--- src/rtl/pong_pkg.sv ---
// Shared constants for the pong button path: channel count, button
// indices and default timing for the button conditioner.
package pong_pkg;

  localparam int NUM_BTN = 6;

  localparam int BTN_P1_LEFT   = 0;
  localparam int BTN_P1_RIGHT  = 1;
  localparam int BTN_P1_SELECT = 2;
  localparam int BTN_P2_LEFT   = 3;
  localparam int BTN_P2_RIGHT  = 4;
  localparam int BTN_P2_SELECT = 5;

  // 1 ms sample tick at the 25.175 MHz pixel clock.
  localparam int DEFAULT_PRESCALE       = 25175;
  localparam int DEFAULT_DEBOUNCE_TICKS = 10;

  // Bits needed to hold the values 0..n-1, never less than one.
  function automatic int idx_width(input int n);
    return (n <= 2) ? 1 : $clog2(n);
  endfunction

endpackage

--- src/rtl/btn_debounce_channel.sv ---
// One button channel: optional inversion, two-flop synchroniser,
// tick-based debounce counter, stable level and press/release pulses.
module btn_debounce_channel #(
  parameter int ACTIVE_LOW     = 0,
  parameter int DEBOUNCE_TICKS = 10
) (
  input  logic clk,
  input  logic rst,
  input  logic en_i,
  input  logic tick_i,
  input  logic pin_i,
  output logic level_o,
  output logic press_o,
  output logic release_o
);

  localparam int CNT_W = $clog2(DEBOUNCE_TICKS + 1);
  localparam logic [CNT_W-1:0] CNT_LAST = CNT_W'(DEBOUNCE_TICKS - 1);

  logic             raw;
  logic             sync1_q, sync1_d;
  logic             sync2_q, sync2_d;
  logic             stable_q, stable_d;
  logic [CNT_W-1:0] cnt_q, cnt_d;
  logic             press_q, press_d;
  logic             release_q, release_d;

  // Next-state: synchroniser always samples; debounce only advances while enabled.
  always_comb begin
    raw       = (ACTIVE_LOW != 0) ? ~pin_i : pin_i;
    sync1_d   = raw;
    sync2_d   = sync1_q;
    stable_d  = stable_q;
    cnt_d     = cnt_q;
    press_d   = 1'b0;
    release_d = 1'b0;
    if (en_i) begin
      if (sync2_q == stable_q) begin
        // Any agreeing cycle throws away a partial debounce run.
        cnt_d = '0;
      end else if (tick_i) begin
        if (cnt_q == CNT_LAST) begin
          stable_d  = ~stable_q;
          cnt_d     = '0;
          press_d   = ~stable_q;
          release_d = stable_q;
        end else begin
          cnt_d = cnt_q + CNT_W'(1);
        end
      end
    end
  end

  // State registers with synchronous reset to the released state.
  always_ff @(posedge clk) begin
    if (rst) begin
      sync1_q   <= 1'b0;
      sync2_q   <= 1'b0;
      stable_q  <= 1'b0;
      cnt_q     <= '0;
      press_q   <= 1'b0;
      release_q <= 1'b0;
    end else begin
      sync1_q   <= sync1_d;
      sync2_q   <= sync2_d;
      stable_q  <= stable_d;
      cnt_q     <= cnt_d;
      press_q   <= press_d;
      release_q <= release_d;
    end
  end

  assign level_o   = stable_q;
  assign press_o   = press_q;
  assign release_o = release_q;

endmodule

--- src/rtl/btn_conditioner.sv ---
// Button conditioner: one shared sample-tick prescaler feeding NUM_BTN
// independent debounce channels. Outputs are clean, synchronous to clk.
module btn_conditioner #(
  parameter int NUM_BTN        = pong_pkg::NUM_BTN,
  parameter int PRESCALE       = pong_pkg::DEFAULT_PRESCALE,
  parameter int DEBOUNCE_TICKS = pong_pkg::DEFAULT_DEBOUNCE_TICKS,
  parameter int ACTIVE_LOW     = 0
) (
  input  logic               clk,
  input  logic               rst,
  input  logic               en,
  input  logic [NUM_BTN-1:0] btn_pin,
  output logic [NUM_BTN-1:0] btn_level,
  output logic [NUM_BTN-1:0] btn_press,
  output logic [NUM_BTN-1:0] btn_release
);

  import pong_pkg::*;

  localparam int PRE_W = idx_width(PRESCALE);
  localparam logic [PRE_W-1:0] PRE_LAST = PRE_W'(PRESCALE - 1);

  logic [PRE_W-1:0] pre_q, pre_d;
  logic             tick;

  // Prescaler next-state: counts only while enabled, wraps at PRESCALE-1.
  always_comb begin
    tick  = en && (pre_q == PRE_LAST);
    pre_d = pre_q;
    if (en) begin
      pre_d = tick ? '0 : pre_q + PRE_W'(1);
    end
  end

  // Prescaler register.
  always_ff @(posedge clk) begin
    if (rst) begin
      pre_q <= '0;
    end else begin
      pre_q <= pre_d;
    end
  end

  for (genvar g = 0; g < NUM_BTN; g++) begin : g_ch
    btn_debounce_channel #(
      .ACTIVE_LOW     (ACTIVE_LOW),
      .DEBOUNCE_TICKS (DEBOUNCE_TICKS)
    ) u_ch (
      .clk       (clk),
      .rst       (rst),
      .en_i      (en),
      .tick_i    (tick),
      .pin_i     (btn_pin[g]),
      .level_o   (btn_level[g]),
      .press_o   (btn_press[g]),
      .release_o (btn_release[g])
    );
  end

endmodule

--- config.mk ---
export PLATFORM = sky130hd
export DESIGN_NAME = btn_conditioner
export DESIGN_NICKNAME = d
export VERILOG_FILES = /design/src/rtl/pong_pkg.sv /design/src/rtl/btn_debounce_channel.sv /design/src/rtl/btn_conditioner.sv
export SDC_FILE = /design/constraint.sdc
export NUM_CORES = 1
export LEC_CHECK = 0
export ABC_CLOCK_PERIOD_IN_PS = 1800
export CAP_MARGIN = 40
export CORE_UTILIZATION = 47
export DETAILED_ROUTE_END_ITERATION = 6
export PLACE_DENSITY = 0.67
export SYNTH_ARGS = -nofsm -noshare
export SYNTH_HDL_FRONTEND = slang
export SYNTH_SLANG_ARGS = --single-unit
--- constraint.sdc ---
create_clock -name clk -period 1.8 [get_ports clk]
set_input_delay 0.36 -clock clk [delete_from_list [all_inputs] [get_ports clk]]
set_output_delay 0.36 -clock clk [all_outputs]
set_load 0.05 [all_outputs]
==> metrics.txt <==
slowest stage cell on the critical path sky130_fd_sc_hd__or3_1; worst flop-to-flop path endpoint g_ch[0].u_ch.level_o; pre-CTS worst setup slack -0.273 ns; hold path startpoint g_ch[3].u_ch.sync1_q; number of vias per cell 5.38; Period minus WS final 1.76 ns; Top Ports 27; violation count after the first detailed-routing iteration 52; transition at the pin with the smallest max-transition slack 0.757 ns; type of the worst setup path reg -> reg; pins over their slew limit 0; worst clock skew 0.00850 ns; leakage power 1.41 nW; n_diodes 0; starting utilization of the core area 48.6%; net load switching power 0.616 mW; maximum net fanout on the critical path 7; GR Overflow Total 0; Final WS setup 0.0447 ns; Tightest Hold Check Type reg -> reg; DRC Markers 0; Combinational Power Share 4.6%; clock root buffer master sky130_fd_sc_hd__clkbuf_8; buffer and inverter count on the worst path 3; Routability Congestion 0.778; Hold Path Stages 1; Synth area leaders sky130_fd_sc_hd__dfxtp_1 42%, sky130_fd_sc_hd__ha_1 5.3%, sky130_fd_sc_hd__buf_4 4.3%, sky130_fd_sc_hd__mux2i_1 3.7%, sky130_fd_sc_hd__nand3_1 3.7%; status finished, final reports clean; final setup vio count 0; width of the chip 85.5 µm; CP delay by family, top simple AND/OR/NAND/NOR gates; Post-Syn Area per Cell 9.24 µm²; count of H-tree levels built during CTS 3; max_slew headroom 49.3%; clock tree from TritonCTS yes; maximum buffer depth of the clock tree 2; RSZ-0062 raised after global routing false; number of enable-type register cells in the synthesized netlist 0; achievable clock frequency 570 MHz; setup slack of the most critical reg-to-reg path 0.04 ns; clock latency on the worst-skew pair 0.34 ns; via count 2,589; Cell variety after synth 42; filler-free cell count of the finished design 481; global-route wire length before repair 10,500 µm; cell count after synthesis 355; die outline area 0.00732 mm²; drt total wl 6420 µm; instance count after placement with tap cells included 460; synthesis-stage register bit count 69; proportion of register bits with asynchronous set or reset after synthesis 0%; core footprint 0.00676 mm²; via count of the first global-routing pass 2,327; register area 0.00138 mm²; most used flip-flop cell after synthesis sky130_fd_sc_hd__dfxtp_1; synthesis-to-finish area growth 19.0%; antenna violation net count after detailed routing 0; leading cell type by number of instances after synthesis sky130_fd_sc_hd__dfxtp_1; CTS Sinks 69; number of nets in the synthesized netlist 378; share of the cycle needed by the critical path after routing 97.5%; ordered cell list for the critical path inv_2 -> ha_4 -> and4bb_2 -> nand4_4 -> buf_6 -> buf_4 -> or3_1 -> a21oi_1; Arr. time, crit path 2.03 ns; Tot GR Track Use 18.2%; Hold Slack 0.433 ns; number of maximum-capacitance constraint violations 0; First-pass DRT Iterations 5; DP Wirelength 4490 µm; leading post-synthesis cells by instance count 69 x sky130_fd_sc_hd__dfxtp_1, 24 x sky130_fd_sc_hd__nand3_1, 19 x sky130_fd_sc_hd__buf_4, 19 x sky130_fd_sc_hd__inv_1, 19 x sky130_fd_sc_hd__nor2_1; maximum number of pins on one net before global-route repair 16; cell type with the highest aggregate area in the netlist sky130_fd_sc_hd__dfxtp_1; longest individual stage delay on the worst path 0.34 ns; total internal power 2.18 mW; Mapped Area 0.00328 mm²; total of buffers placed on input and output ports 26; post-route total power 2.80 mW; power per cell area 717 mW/mm²; clock-pin slew on the worst setup and hold paths 0.07 ns; initial antenna violation count 0; Worst Setup End Kind flip-flop; post-layout net count 419; share of the core filled with cells in the final layout 57.8%; R2R Path Start pre_q[0]; critical path data required time 2.07 ns; area used by multi-input combinational logic 0.00169 mm²; number of buffers created by CTS 9; Clk pwr share 40.0%; switch share 22.0%; launching element of the worst setup path pre_q[0]; hold-critical path endpoint g_ch[3].u_ch.sync2_q; Die Y 85.5 µm; Seq/Total Area, Yosys 42.1%; crit path launch type flip-flop; fraction of layout instances using a drive strength above 1 21.7%; power share of the sequential group 55.5%; area share of the leading cell type in the synthesized netlist 42.1%; number of hold-slack violations in the final timing report 0; Worst Reg2Reg Path Length in Cells 8; post-cts hold buffer count 0; Ys Warns 0; Max rail drop VDD 0.328 mV; number of placement rows 30; fill cell count 603; final routed wire length divided by cell count 13.4 µm
[cells in the final DEF (no fill, tap or decap), drive strengths merged, types with 7 or more instances in the layout]
| cell type | n |
|---|---|
| buf | 53 |
| xnor2 | 10 |
| nand3b | 13 |
| o22ai | 7 |
| nor2 | 19 |
| nor2b | 12 |
| ha | 14 |
| nand4 | 7 |
| nor4 | 8 |
| mux2i | 12 |
| a21oi | 15 |
| o21ai | 19 |
| xor2 | 8 |
| or2 | 7 |
| inv | 19 |
| nand3 | 24 |
| clkbuf | 15 |
| nand2 | 7 |
| clkdlybuf4s50 | 8 |
| dfxtp | 69 |
[registers in the layout, summed over array words and instances, names as in the netlist]
name / count
g_ch.u_ch.cnt_q: 24
g_ch.u_ch.level_o: 6
g_ch.u_ch.press_o: 6
g_ch.u_ch.release_o: 6
g_ch.u_ch.sync1_q: 6
g_ch.u_ch.sync2_q: 6
pre_q: 15
[power by group through the flow]
stage,sequential (mW),combinational (mW),clock (mW)
2_1_floorplan,1.59,0.0662,0
3_3_place_gp,1.58,0.125,0
3_5_place_dp,1.59,0.125,0
4_1_cts,1.55,0.126,1.15
5_1_grt,1.55,0.142,1.21
6_report,1.55,0.128,1.12
[metrics by stage]
stage | area (µm²) | TNS (ns)
floorplan | 3280 | 0
global placement | 3630 | -7.12
detailed placement | 3630 | -8.25
CTS | 3800 | 0
global route | 3900 | 0
finish | 3900 | 0
[metal layers]
metal  up-vias  part of all wire [%]  routed length [µm]  GRT usage [%]
met1      1224                    50                3180           24.3
met5         -                     0                   0              0
met2        33                    46                2960           28.5
li1       1322                     -                   -              -
met4         0                   1.7                 110           8.64
met3        10                   2.7                 171           3.46
[repair_timing]
action	CTS	global route
cloned	0	2
endpoints found under the hold margin	0	0
buffers inserted	0	3
pin swaps	0	4
resized for setup	1	15
setup endpoints to repair	1	9
[area by class of cell]
| class | count | area share (%) |
|---|---|---|
| clock buffer | 15 | 4.26 |
| clock inverter | 1 | 0.128 |
| inverter | 19 | 1.83 |
| multi-input combinational | 235 | 43.3 |
| sequential | 69 | 35.4 |
| tap | 80 | 2.56 |
| timing repair buffer | 62 | 12.5 |
[worst max-delay path by stage]
| stage | slack (ns) | to | cells past startpoint |
|---|---|---|---|
| after global placement | -0.24 | g_ch[2].u_ch.cnt_q[3] | 6 |
| after global routing | 0.004 | g_ch[0].u_ch.level_o | 8 |
| after detailed placement | -0.27 | g_ch[2].u_ch.cnt_q[3] | 6 |
| final | 0.04 | g_ch[0].u_ch.level_o | 8 |
| after CTS | 0.02 | g_ch[2].u_ch.cnt_q[3] | 7 |
| after floorplan | 0.14 | g_ch[0].u_ch.cnt_q[3] | 7 |
[cell families (layout without fill, tap and decap cells)]
kind of cell / Yosys count / after routing / synth area share (%)
simple gates: 137 / 137 / 26.4
xor+xnor: 18 / 18 / 4.81
buf+inv: 51 / 97 / 8.16
fa+ha+maj: 14 / 14 / 5.34
mux: 12 / 12 / 3.66
compound gates: 54 / 54 / 9.57
flops: 69 / 69 / 42.1
Note: power is estimated with default switching activity, not from simulation.
